[src/rtl/rvfi_commit_serializer.sv]
// RVFI commit serializer: compacts the per-cycle multi-port commit bundle into a
// single in-order record stream over valid/ready, with drop accounting on overflow.
package rvfi_pkg;
    typedef struct packed {
        logic        valid;
        logic        trap;
        logic        halt;
        logic        intr;
        logic [1:0]  mode;
        logic [63:0] order;
        logic [31:0] insn;
        logic [4:0]  rd_addr;
        logic [31:0] rd_wdata;
        logic [31:0] pc_rdata;
        logic [31:0] pc_wdata;
        logic [31:0] mem_addr;
        logic [31:0] mem_wdata;
    } rvfi_instr_t;
endpackage

module rvfi_commit_serializer #(
    parameter int unsigned NR_COMMIT_PORTS = 2,
    parameter int unsigned DEPTH           = 8,
    parameter logic [7:0]  HART_ID         = 8'h00
) (
    input  logic                                        clk_i,
    input  logic                                        rst_ni,
    input  logic                                        clear_i,
    input  rvfi_pkg::rvfi_instr_t [NR_COMMIT_PORTS-1:0] rvfi_i,
    output rvfi_pkg::rvfi_instr_t                       rvfi_o,
    output logic                                        valid_o,
    input  logic                                        ready_i,
    output logic [63:0]                                 seq_o,
    output logic [$clog2(DEPTH):0]                      level_o,
    output logic                                        overflow_o,
    output logic [31:0]                                 drop_cnt_o,
    output logic [7:0]                                  hart_id_o
);
    localparam int unsigned AW = $clog2(DEPTH);
    localparam int unsigned LW = AW + 2;

    rvfi_pkg::rvfi_instr_t r_mem [DEPTH];
    logic [AW:0]           r_wptr;
    logic [AW:0]           r_rptr;
    logic [63:0]           r_seq;
    logic [31:0]           r_drop_cnt;
    logic                  r_overflow;

    logic [AW:0]           w_level;
    logic                  w_pop;
    logic [LW-1:0]         w_free;
    logic [LW-1:0]         w_rank;
    logic [LW-1:0]         w_push;
    logic [LW-1:0]         w_drop;
    logic [32:0]           w_drop_sum;
    logic                  w_we   [NR_COMMIT_PORTS];
    logic [AW-1:0]         w_widx [NR_COMMIT_PORTS];

    assign w_level = r_wptr - r_rptr;
    assign valid_o = (w_level != '0);
    assign w_pop   = valid_o && ready_i;
    assign w_free  = LW'(DEPTH) - LW'(w_level) + LW'(w_pop);

    // Rank each present record among this cycle's records; the first w_free ranks fit.
    always_comb begin
        w_rank = '0;
        w_push = '0;
        w_drop = '0;
        for (int unsigned i = 0; i < NR_COMMIT_PORTS; i++) begin
            w_we[i]   = 1'b0;
            w_widx[i] = '0;
            if (rvfi_i[i].valid || rvfi_i[i].trap) begin
                if (w_rank < w_free) begin
                    w_we[i]   = 1'b1;
                    w_widx[i] = r_wptr[AW-1:0] + w_rank[AW-1:0];
                    w_push    = w_push + LW'(1);
                end else begin
                    w_drop    = w_drop + LW'(1);
                end
                w_rank = w_rank + LW'(1);
            end
        end
    end

    assign w_drop_sum = {1'b0, r_drop_cnt} + 33'(w_drop);

    always_ff @(posedge clk_i) begin
        for (int unsigned i = 0; i < NR_COMMIT_PORTS; i++) begin
            if (w_we[i] && !clear_i) begin
                r_mem[w_widx[i]] <= rvfi_i[i];
            end
        end
    end

    always_ff @(posedge clk_i or negedge rst_ni) begin
        if (!rst_ni) begin
            r_wptr     <= '0;
            r_rptr     <= '0;
            r_seq      <= '0;
            r_drop_cnt <= '0;
            r_overflow <= 1'b0;
        end else begin
            if (w_pop) begin
                r_rptr <= r_rptr + {{AW{1'b0}}, 1'b1};
                r_seq  <= r_seq + 64'd1;
            end
            // Flush overrides the pop's pointer move but the pop still consumes a sequence number.
            if (clear_i) begin
                r_wptr <= '0;
                r_rptr <= '0;
            end else begin
                r_wptr <= r_wptr + w_push[AW:0];
                if (w_drop != '0) begin
                    r_overflow <= 1'b1;
                    r_drop_cnt <= w_drop_sum[32] ? 32'hFFFF_FFFF : w_drop_sum[31:0];
                end
            end
        end
    end

    assign rvfi_o     = valid_o ? r_mem[r_rptr[AW-1:0]] : '0;
    assign seq_o      = r_seq;
    assign level_o    = w_level;
    assign overflow_o = r_overflow;
    assign drop_cnt_o = r_drop_cnt;
    assign hart_id_o  = HART_ID;

endmodule

[config.mk]
export PLATFORM = sky130hd
export DESIGN_NAME = rvfi_commit_serializer
export DESIGN_NICKNAME = d
export VERILOG_FILES = /design/src/rtl/rvfi_commit_serializer.sv
export SDC_FILE = /design/constraint.sdc
export NUM_CORES = 2
export LEC_CHECK = 0
export ABC_AREA = 1
export CORE_ASPECT_RATIO = 1.2
export CORE_MARGIN = 2
export CORE_UTILIZATION = 35
export CTS_BUF_LIST = sky130_fd_sc_hd__clkbuf_2 sky130_fd_sc_hd__clkbuf_4 sky130_fd_sc_hd__clkbuf_8
export DETAILED_ROUTE_END_ITERATION = 6
export DONT_BUFFER_PORTS = 1
export PLACE_DENSITY_LB_ADDON = 0.3
export SLEW_MARGIN = 10
export SYNTH_ARGS = -nofsm -noshare
export SYNTH_HDL_FRONTEND = slang
export SYNTH_SLANG_ARGS = --single-unit
[constraint.sdc]
create_clock -name clk_i -period 24.3 [get_ports clk_i]
set_clock_uncertainty 0.05 [all_clocks]
set_input_delay 4.86 -clock clk_i [delete_from_list [all_inputs] [get_ports clk_i]]
set_output_delay 4.86 -clock clk_i [all_outputs]
set_load 0.01 [all_outputs]
==> impl_metrics.toml <==
[sta]
setup_ws_ns = 11.11
setup-violations-final = 0
worst_pin_slew_ns = 1.33
max_freq_mhz = 75.8
fin_tns_setup_ns = 0
slew_viol_final = 0
period_needed_ns = 13.19
finalCritPeriodShare_pct = 54.3
timing.slew.headroom_pct = 10.6
timing.final.hold_violations = 0
grt_setup_unrepaired = "false"

[die]
dieHeight_um = 669
start_util_pct = 35.1
die_area_um2 = 373000
rows = 244
die_w_um = 558
fp.coreArea_um2 = 367000
io_pins = 915

[min_path]
whs_endpoint = "r_rptr[3]"
min_from = "r_rptr[3]"
worstHoldPathCells = 1
hold_path_class = "reg -> reg"

[layout]
nets = 14300
area_delta_synth_final_pct = 7.13
drive_gt1_share_pct = 6.55

[setup_path]
crit_arrival_ns = 8.28
crit_slowest_cell = "buf_4"
critPathMostFrequentCell = "buf_4"
worstPathRequired_ns = 19.39
ff2ff_path_depth = 19
regToRegEndpoint = "r_mem[5][197]"
cp_cell_sequence = "buf_4, buf_4, buf_4, buf_4, buf_4, buf_4, a21oi_1, a22oi_1, nor2_1, a211oi_1, buf_4"
worst-path-buf-inv = 7
critPathLaunchType = "flip-flop"
critical_path.top_delay_family = "buffers and inverters"
cp-end-kind = "primary output"
crit_type = "reg -> out"
path_max_fanout = 83
cp_num_cells = 11
rrSetupSlack_ns = 15.21
r2r-start = "r_rptr[1]"
cpPeakStageDelay_ns = 0.88

[pwr]
p_per_area_nw_per_um2 = 130
ir_drop_uv = 122
seqPwrFrac_pct = 32.4
swShare_pct = 48.8
internal_power_mw = 9.17
switchingPower_mw = 8.75
clockPowerShare_pct = 19.9
comb_power_share_pct = 47.7
p_leak_nw = 51.4

[grt]
grt_pass1_vias = 107000
grt_pass1_wl_um = 711000
antenna_found_initial = 12
grt_max_degree = 181
grt.total_usage_pct = 24.8
overflow = 0

[place]
gp_congestion = 0.889
dp_hpwl_um = 265000
io_buffers = 0
place_ws_ns = 12.25

[route]
routed_via_density = 5.83
highest_layer = "met5"
first_iter_violations = 10800
ant_nets = 0
dr_wl_met2_um = 231000
drc = 0
wl_met1_um = 181000
vias = 110000
avgRoutedWirePerCell_um = 25.4
first_pass_iters = 6
finalWirelength_um = 481000
wl_met3_um = 50400

[synth]
syn_area_per_cell_um2 = 8.76
syn_area_um2 = 129000
synth_top_area_share_pct = 49.8
synth_edf_count = 2136
syn_inst = 14700
ys_seq_area_share_pct = 51.8
synth_ff_type = "edfxtp_1"
synth_top_cell_by_area = "edfxtp_1"
ys_types = 38
async_reset_ff_share_pct = 4.69
synth_seq_cells = 2241
synth_warnings = 0
synth_area_leaders = "edfxtp_1 (50%), nand2_1 (13%), o21bai_1 (9.3%)"

[clock_network]
holdBufCountCts = 0
cts_tree = "done"
cts_max_path_buffers = 4
cts.sinks = 2241
postCtsResizedCells = 0
post_cts_buffers = 0
clk_pin_slew_ns = 0.06
cts_inserted_buffers = 395
cts_root_buf = "clkbuf_8"
htree_levels = 5
clk_latency_ns = 1.06

[run_status]
status = "finished clean"

[run]
drv_cap = 0
## cell usage in the layout, fill, tap and decap left out, types with 44 or more instances in the layout
cell / n
clkbuf_4: 132
clkinv_1: 90
a32o_1: 267
nand3_1: 2244
a22oi_1: 267
inv_1: 367
a21oi_1: 805
clkbuf_8: 408
nor2_1: 388
edfxtp_1: 2136
a211oi_1: 261
nand2_1: 4356
o21bai_1: 1602
dfrtp_1: 102
buf_4: 225
xor2_1: 44
## layer usage
| metal | up-vias | track usage [%] |
|---|---|---|
| met5 | - | 0 |
| li1 | 49500 | - |
| met4 | 8 | 9.62 |
| met3 | 1062 | 6.84 |
| met2 | 5321 | 41.9 |
| met1 | 54600 | 29.8 |
## area by class of cell
type	instances	area, µm²
Fill cell	36900	229000
Sequential cell	2241	66800
Multi-Input combinational cell	10500	53800
Clock buffer	540	6610
Tap cell	4920	6160
Timing Repair Buffer	248	2150
Inverter	375	1450
Clock inverter	159	1050
Antenna cell	8	20.0
## power groups by stage
stage / Sequential (mW) / Combinational [mW] / Clock (mW)
2_1_floorplan: 6.14 / 5.37 / 0
3_3_place_gp: 5.87 / 8.35 / 0
3_5_place_dp: 5.88 / 8.42 / 0
4_1_cts: 5.81 / 8.43 / 3.62
5_1_grt: 5.88 / 9.10 / 3.77
6_report: 5.81 / 8.54 / 3.56
## synth_stat cells, drive strengths merged, types with 105 or more instances
| cell | count |
|---|---|
| a22oi | 267 |
| clkbuf | 900 |
| nand2 | 4366 |
| buf | 730 |
| a32o | 267 |
| edfxtp | 2136 |
| a211oi | 268 |
| o21bai | 1602 |
| nor2 | 393 |
| a21oi | 805 |
| inv | 372 |
| dfrtp | 105 |
| nand3 | 2249 |
## cells by family (layout without fill, tap and decap cells)
kind of cell,count (synthesis),after routing,synth area share (%)
other,1,16,0.00291
AOI/OAI and AO/OA,3247,3247,17.8
DFF,2241,2241,51.8
buffers and inverters,2005,1322,6.56
xor gates and xnor gates,72,72,0.489
and+or+nand+nor,7121,7121,23.1
adders and majority gates,16,16,0.173
## worst max-delay path by stage
stage / startpoint / end / slack (ns)
after detailed placement: r_rptr[0] / rvfi_o[109] / 12.25
after floorplan: rvfi_i[266] / r_mem[5][0] / 5.06
after CTS: r_rptr[0] / rvfi_o[109] / 10.97
after global placement: r_rptr[0] / rvfi_o[109] / 12.36
final: r_rptr[0] / rvfi_o[109] / 11.11
after global routing: r_rptr[0] / rvfi_o[109] / 10.66
## metrics by stage
stage	area, µm²	hold WS, ns	total power [mW]	utilization, %	cells
5_1_grt	138000	0.469	18.8	37.6	19000
3_5_place_dp	130000	0.433	14.3	35.5	18200
2_1_floorplan	129000	0.405	11.5	-	14700
6_report	138000	0.439	17.9	37.6	19000
4_1_cts	138000	0.442	17.9	37.6	18900
3_3_place_gp	130000	0.424	14.2	35.5	18200
## worst reg2reg max path, delay by kind of cell, from the launching register on
kind / cells / cell delay, ns
AND/OR/NAND/NOR: 9 / 1.55
flip-flops: 1 / 0.91
AO/OA/AOI/OAI: 1 / 0.27
buffers and inverters: 8 / 5.34
adder cells (fa/ha/maj): 1 / 0.84
## state kept, by name, indices dropped and copies added (netlist names)
signal	flops
drop_cnt_o	32
overflow_o	1
r_mem	2136
r_rptr	4
r_wptr	4
seq_o	64
(Power assumes the default switching activity.)
